<file path="src/rtl/ps2_keyboard_decoder.sv">
// ps2_keyboard_decoder: PS/2 set-2 scan codes to ASCII through a keymap ROM lookup
//   clk, reset_n          clock, async active-low reset
//   scan_code, scan_valid byte stream from the PS/2 receiver
//   rom_addr, rom_dout    keymap ROM {caps_lock, shift, keycode}; data one clk later
//   ascii, ascii_valid, ascii_ready  decoded character, valid/ready handshake
//   overrun               one-cycle pulse when a byte or character is dropped
module ps2_keyboard_decoder (
   input  logic       clk,
   input  logic       reset_n,
   input  logic [7:0] scan_code,
   input  logic       scan_valid,
   output logic [9:0] rom_addr,
   input  logic [7:0] rom_dout,
   output logic [7:0] ascii,
   output logic       ascii_valid,
   input  logic       ascii_ready,
   output logic       overrun
);
   typedef enum logic [1:0] {IDLE, WAIT, CAPTURE} state_t;
   state_t     state;
   logic       brk, ext, lshift, rshift, caps_lock, caps_down;
   logic [2:0] skip_cnt;
   always_ff @(posedge clk or negedge reset_n) begin
      if (!reset_n) begin
         state       <= IDLE;
         brk         <= 1'b0;
         ext         <= 1'b0;
         lshift      <= 1'b0;
         rshift      <= 1'b0;
         caps_lock   <= 1'b0;
         caps_down   <= 1'b0;
         skip_cnt    <= 3'd0;
         rom_addr    <= 10'd0;
         ascii       <= 8'd0;
         ascii_valid <= 1'b0;
         overrun     <= 1'b0;
      end else begin
         overrun <= 1'b0;
         if (ascii_valid && ascii_ready) ascii_valid <= 1'b0;
         case (state)
            IDLE: if (scan_valid) begin
               if (skip_cnt != 3'd0) skip_cnt <= skip_cnt - 3'd1;
               else if (scan_code == 8'hE1) skip_cnt <= 3'd7;
               else if (scan_code == 8'hE0) ext <= 1'b1;
               else if (scan_code == 8'hF0) brk <= 1'b1;
               else begin
                  ext <= 1'b0;
                  brk <= 1'b0;
                  if (brk) begin
                     if (!ext) begin
                        if (scan_code == 8'h12) lshift <= 1'b0;
                        if (scan_code == 8'h59) rshift <= 1'b0;
                        if (scan_code == 8'h58) caps_down <= 1'b0;
                     end
                  end else if (!ext && (scan_code == 8'h12 || scan_code == 8'h59 || scan_code == 8'h58)) begin
                     if (scan_code == 8'h12) lshift <= 1'b1;
                     if (scan_code == 8'h59) rshift <= 1'b1;
                     if (scan_code == 8'h58) begin
                        caps_down <= 1'b1;
                        // typematic repeats keep caps_down set and must not toggle again
                        if (!caps_down) caps_lock <= !caps_lock;
                     end
                  end else begin
                     rom_addr <= {caps_lock, lshift | rshift, ext ? {1'b1, scan_code[6:0]} : scan_code};
                     state    <= WAIT;
                  end
               end
            end
            WAIT: begin
               overrun <= scan_valid;
               state   <= CAPTURE;
            end
            default: begin
               overrun <= scan_valid;
               state   <= IDLE;
               if (rom_dout != 8'd0) begin
                  if (!ascii_valid || ascii_ready) begin
                     ascii       <= rom_dout;
                     ascii_valid <= 1'b1;
                  end else overrun <= 1'b1;
               end
            end
         endcase
      end
   end
endmodule

</file>
<file path="config.mk">
export PLATFORM = sky130hd
export DESIGN_NAME = ps2_keyboard_decoder
export DESIGN_NICKNAME = d
export VERILOG_FILES = /design/src/rtl/ps2_keyboard_decoder.sv
export SDC_FILE = /design/constraint.sdc
export NUM_CORES = 1
export LEC_CHECK = 0
export BUFFER_PORTS_ARGS = -buffer_cell sky130_fd_sc_hd__buf_2
export CAP_MARGIN = 10
export CORE_MARGIN = 2
export CORE_UTILIZATION = 54
export CTS_CLUSTER_SIZE = 8
export DETAILED_ROUTE_END_ITERATION = 6
export GPL_ROUTABILITY_DRIVEN = 0
export PLACE_DENSITY = 0.86
export SETUP_SLACK_MARGIN = 0.02
export SLEW_MARGIN = 30
export SYNTH_ARGS = -nofsm -noshare
export SYNTH_HDL_FRONTEND = slang
export SYNTH_SLANG_ARGS = --single-unit
</file>
<file path="constraint.sdc">
create_clock -name clk -period 3.65 [get_ports clk]
set_input_delay 0.1825 -clock clk [delete_from_list [all_inputs] [get_ports clk]]
set_output_delay 0.1825 -clock clk [all_outputs]
set_load 0.05 [all_outputs]
</file>
==> results of run 1 <==
placed cells by master (no fill, tap or decap):
master / count
dfrtp_1: 31
nand3b_1: 1
clkbuf_4: 5
o22ai_1: 1
or4b_2: 2
nand2b_1: 2
nor2_1: 7
xor2_1: 1
a21oi_1: 6
clkbuf_8: 2
nor4_1: 2
nand4bb_1: 1
buf_2: 39
a32o_1: 1
or4bb_1: 1
mux2i_1: 5
a221oi_4: 1
and3_1: 1
nor3b_1: 2
clkbuf_1: 1
nand3_1: 2
a2bb2oi_1: 1
a211o_1: 1
ha_1: 2
o31ai_1: 1
or3_4: 1
inv_1: 7
dlygate4sd3_1: 1
or3b_4: 1
o21ai_0: 5
nand2_1: 7
or3b_2: 1
mux2_2: 16
nor2b_1: 1
a31oi_1: 1
nor4b_1: 1
nor3_1: 3
timing repair:
item | 4_1_cts | 5_1_grt
buffers inserted | 0 | 0
endpoints found under the hold margin | 31 | 0
hold buffers | 1 | 0
per-layer routing:
layer  track usage [%]  share of wire (%)  vias to the layer above
li1                  -                  -                      523
met1              26.3                 40                      528
met2              35.5                 51                       48
met3              7.49                6.7                        9
met4              6.97                2.1                        0
met5                 0                  0                        -
per-stage QoR:
step	area (µm²)	util (%)	instances
after floorplan	1420	-	117
after global placement	1650	66.5	185
after detailed placement	1650	66.5	185
after CTS	1730	69.7	194
after global routing	1730	69.7	194
final	1730	69.7	194
layout make-up:
type,count,area (µm²)
clock buffer,8,68.8
multi-input combinational,78,613
timing repair buffer,40,205
tap,30,37.5
fill,196,751
inverter,7,26.3
sequential,31,776
worst paths after layout:
| kind | from | to | slack [ps] | depth (start not counted) |
|---|---|---|---|---|
| max | state[1] | rom_addr[5] | 1370 | 4 |
| min | rom_dout[1] | ascii[1] | 110 | 2 |
| max reg2reg | state[1] | rom_addr[5] | 1370 | 4 |
| min reg2reg | caps_lock | caps_lock | 470 | 1 |
| max in group asynchronous | reset_n | ascii[3] | 2790 | 2 |
| min in group asynchronous | reset_n | skip_cnt[2] | 420 | 2 |
cells by family (layout without fill, tap and decap cells):
kind of cell,Yosys count,after routing,share of synthesized area (%)
flip-flops,31,31,54.7
AO/OA/AOI/OAI,18,18,9.08
XOR/XNOR,1,1,0.617
adder cells (fa/ha/maj),2,2,1.76
multiplexers,21,21,16.2
buffers and inverters,8,55,2.12
AND/OR/NAND/NOR,36,36,15.5
power breakdown:
| group | leakage (nW) | internal [mW] | switching, mW |
|---|---|---|---|
| logic | 0.451 | 0.194 | 0.477 |
| clock network | 0.0386 | 0.113 | 0.111 |
| registers | 0.374 | 0.459 | 0.0586 |
| total | 0.864 | 0.767 | 0.647 |
registers in the layout (all words and copies together), names as in the netlist:
| name | cells |
|---|---|
| state | 2 |
| skip_cnt | 3 |
| rshift | 1 |
| lshift | 1 |
| brk | 1 |
| rom_addr | 10 |
| caps_lock | 1 |
| ext | 1 |
| ascii | 8 |
| caps_down | 1 |
| ascii_valid | 1 |
| overrun | 1 |
==> run summary, run 1 <==
Post-synth EDFFs: 0
first-pass GRT wire length: 5.13 mm
most common cell in the netlist: dfrtp_1
number of gates resized after CTS: 0
Chip Height: 55.3 µm
crit share post-route: 62.4%
Setup WS post-layout: 1370 ps
Critical Path Fanout Max: 10
arrival time at the worst endpoint: 2480 ps
PortBufs: 39
hold violation total from the final report: 0
detailed-route DRC error count: 0
total power draw: 1.41 mW
wire per inst: 15.1 µm
first-pass iteration count of the detailed router: 5
Overflow after GRT: 0
Post-Synthesis Cell Area: 0.00142 mm²
Clock Tree Root: clkbuf_4
area of the die: 0.00305 mm²
endpoint class of the critical path: flop
Peak supply drop: 0.745 mV
Area contributors post-synth: dfrtp_1 55%, mux2_2 13%, mux2i_1 3.5%
Required @ worst endpoint: 3850 ps
pre-CTS WS: 1390 ps
Clock Latency Late Sink: 320 ps
final wirelength: 2.93 mm
area delta synth->final: 21.7%
Slowest-stage cell, CP: a221oi_4
deepest level of the CTS H-tree: 2
Yosys cell types: 33
initial detailed-routing violation count: 40
Crit path max-delay family: simple AND/OR/NAND/NOR gates
clock-pin slew on the worst setup and hold paths: 90 ps
largest net degree at the start of global routing: 32
Post-DP HPWL: 2.23 mm
Layout Skew: 10.2 ps
Max clock buf depth: 2
CTS tree: built
share of cells above drive strength 1: 41.5%
Post-Synthesis Cells: 117
crit-path cells: or3b_4, or3_4, a221oi_4, mux2_2
Mapped Nets: 139
Sink Count: 31
Synth Register Bits: 31
post-route setup TNS: 0 ps
antenna violations before repair: 0
CP startpoint kind: flop
Slew HR: 55.7%
Core ar.: 0.00248 mm²
final setup violation count: 0
MaxCap Viol Count: 0
syn_area_per_cell: 12.1 µm²
fin crit period: 2280 ps
Async SR Flop Fraction: 100%
total CTS buffers: 5
GRT Util Overall: 21.5%
cell taking the most area after synthesis: dfrtp_1
FP Rows: 18
power per cell area: 818 mW/mm²
via count: 1,108
worst path bufs/invs: 0
DRT antenna net count: 0
Chip Width: 55.3 µm
vias in the first global route: 1,172
Largest stage delay, worst path: 480 ps
Synth Flop Type: dfrtp_1
Initial Util: 57.3%
vias per cell: 5.71
Final Max Slew Viols: 0
Post-synth top cells: 31 x dfrtp_1, 16 x mux2_2, 7 x inv_1, 7 x nand2_1, 7 x nor2_1
P_leak: 0.864 nW
unrepaired setup endpoints after global routing: false
Top Ports: 40
top cell type's share of synthesized area: 54.7%
Seq/Total Area, Yosys: 54.7%
Synth warnings: 0
status: completed
Slew @ Worst Pin: 664 ps
WHS: 105 ps
Peak Freq: 439 MHz
Diodes inserted: 0
Crit Path Class: flop to flop
Hold/Removal Path Class: input pin to flop
Nets: 185
Power figures use the tool's default switching activity.
==> inputs of run 2 (changes only) <==
CORE_UTILIZATION = 51   (was 54)
PLACE_DENSITY = 0.82   (was 0.86)
clock period = 2.15 ns   (was 3.65 ns; I/O delays follow)
==> run summary, run 2 (same netlist as run 1, synthesis figures left out) <==
status: completed
endpoint class of the critical path: flop
max reg flops: 10 (unchanged)
CTS tree: built
Largest stage delay, worst path: 440 ps (-40 ps)
Top Ports: 40 (unchanged)
Required @ worst endpoint: 2360 ps (-1490 ps)
Crit Path Class: flop to flop
Sink Count: 31 (unchanged)
arrival time at the worst endpoint: 2310 ps (-170 ps)
Clock Latency Late Sink: 320 ps (about the same)
unrepaired setup endpoints after global routing: false
detailed-route DRC error count: 0 (unchanged)
Reg power frac: 34.8% (-1.8 points)
final setup violation count: 0 (unchanged)
Final Max Slew Viols: 0 (unchanged)
DRT antenna net count: 0 (unchanged)
MaxCap Viol Count: 0 (unchanged)
Int Pwr: 1.41 mW (+84%)
power per cell area: 1420 mW/mm² (+73%)
GRT Util Overall: 21.2% (-0.30 points)
Critical Path Fanout Max: 6 (-4)
met1 global-route usage: 26.1% (-0.22 points)
met2 Resource Use GR: 35.2% (-0.33 points)
most common cell after layout, fill and taps aside: buf_2
Clk network pwr share: 18.5% (+2.6 points)
CP startpoint kind: flop
Placed Cells: 190 (+2.7%)
Slew @ Worst Pin: 649 ps (-15.5 ps)
Max clock buf depth: 2 (unchanged)
Chip Width: 56.7 µm (+2.7%)
area delta synth->final: 26.4%
vias per cell: 5.54 (-3.1%)
initial detailed-routing violation count: 36 (-10%)
share of cells above drive strength 1: 45.0% (+3.5 points)
Slowest-stage cell, CP: or3b_4
commonest non-fill, non-tap cells in the layout: 39 x buf_2, 31 x dfrtp_1, 16 x mux2_2
post-route setup TNS: 0 ps (unchanged)
Initial Util: 52.4% (-4.9 points)
hold violation total from the final report: 0 (unchanged)
Core ar.: 0.00271 mm² (+9.4%)
Design Area, Final: 0.00179 mm² (+3.8%)
Overflow after GRT: 0 (unchanged)
GR peak layer: met2
Clock Tree Root: clkbuf_4
Diodes inserted: 0 (unchanged)
biggest regs: rom_addr x10, ascii x8, skip_cnt x3
deepest level of the CTS H-tree: 2 (unchanged)
area of the die: 0.00322 mm² (+5.4%)
vias in the first global route: 1,123 (-4.2%)
Comb power frac: 46.8% (-0.7 points)
largest net degree at the start of global routing: 32 (unchanged)
Peak supply drop: 1.17 mV (+57%)
Layout Skew: 12.6 ps (+2.49 ps)
Slew HR: 56.7% (+1.0 points)
clock-pin slew on the worst setup and hold paths: 100 ps (about the same)
Sw Pwr: 1.13 mW (+75%)
Peak Freq: 477 MHz (+8.6%)
dpl cell area: 0.00168 mm² (+1.9%)
Most flops, register: rom_addr
Hold/Removal Path Class: input pin to flop
via count: 1,107 (-0.090%)
total CTS buffers: 5 (unchanged)
final non-filler cell total: 200 (+3.1%)
Post-DP HPWL: 2.38 mm (+6.8%)
first-pass iteration count of the detailed router: 4 (-1)
first-pass GRT wire length: 5.19 mm (+1.1%)
wire per inst: 15.8 µm (+4.5%)
Switching Share: 44.5% (-1.3 points)
P_leak: 0.897 nW (+3.9%)
FP Rows: 19 (+1)
crit-path cells: or3b_4, or3_4, a221oi_4, buf_6, mux2_2
PortBufs: 39 (unchanged)
antenna violations before repair: 0 (unchanged)
final wirelength: 3.15 mm (+7.8%)
fill count: 211 (+7.7%)
Nets: 190 (+2.7%)
met3 Track Usage GR: 5.99% (-1.5 points)
crit share post-route: 97.5% (+35 points)
fin crit period: 2100 ps (-181 ps)
Chip Height: 56.7 µm (+2.7%)
==> run 2: cell type report <==
cell class	count	area [µm²]	share of cell area (%)
multi-input combinational	78	616	34.3
clock buffer	6	51.3	2.86
clock inverter	2	35.0	1.95
timing repair buffer	45	250	14.0
tap	31	38.8	2.16
inverter	7	26.3	1.47
sequential	31	776	43.3
==> run 2: worst max-delay path: cells and delay by family, from the launching register on <==
| family | cells | cell delay, ps |
|---|---|---|
| multiplexers | 1 | 330 |
| buffers and inverters | 1 | 170 |
| flip-flops | 1 | 420 |
| AO/OA/AOI/OAI | 1 | 240 |
| AND/OR/NAND/NOR | 2 | 820 |
==> run 2: power by group through the flow <==
stage | Sequential, mW | Combinational (mW) | Clock, mW
after detailed placement | 0.893 | 1.17 | 0
after floorplan | 1.43 | 0.323 | 0
after global routing | 0.908 | 1.25 | 0.508
after CTS | 0.882 | 1.18 | 0.478
final | 0.883 | 1.19 | 0.468
after global placement | 0.876 | 1.13 | 0
==> run 2: path summary, 6_finish.rpt <==
kind,start,end,slack (ps),cells past startpoint
setup / recovery,state[0],rom_addr[3],50,5
hold / removal,rom_dout[6],ascii[6],20,2
setup reg to reg,state[0],rom_addr[3],50,5
hold reg to reg,caps_lock,caps_lock,480,1
max in group asynchronous,reset_n,skip_cnt[2],1360,2
min in group asynchronous,reset_n,state[0],360,2
==> run 2: per-layer routing <==
metal	wire (µm)	vias up
met4	66	0
met2	1680	30
met1	1300	542
met5	0	-
met3	106	9
li1	-	526
==> run 2: repair_timing <==
action                     in CTS  in global routing
pin swaps                       0                  1
resized for setup               0                  4
setup buffers                   0                  1
setup endpoints to repair       1                  8
hold buffers                    1                  0
hold endpoints to repair       31                  0
==> run 2: stage by stage <==
stage,worst slack (ps),power [mW],hold slack [ps],util (%)
2_1_floorplan,64.7,1.75,-188,-
3_3_place_gp,90.0,2.01,163,62.0
3_5_place_dp,39.5,2.07,176,62.0
4_1_cts,14.5,2.54,17.3,65.5
5_1_grt,27.5,2.67,16.6,66.2
6_report,54.2,2.54,24.1,66.2
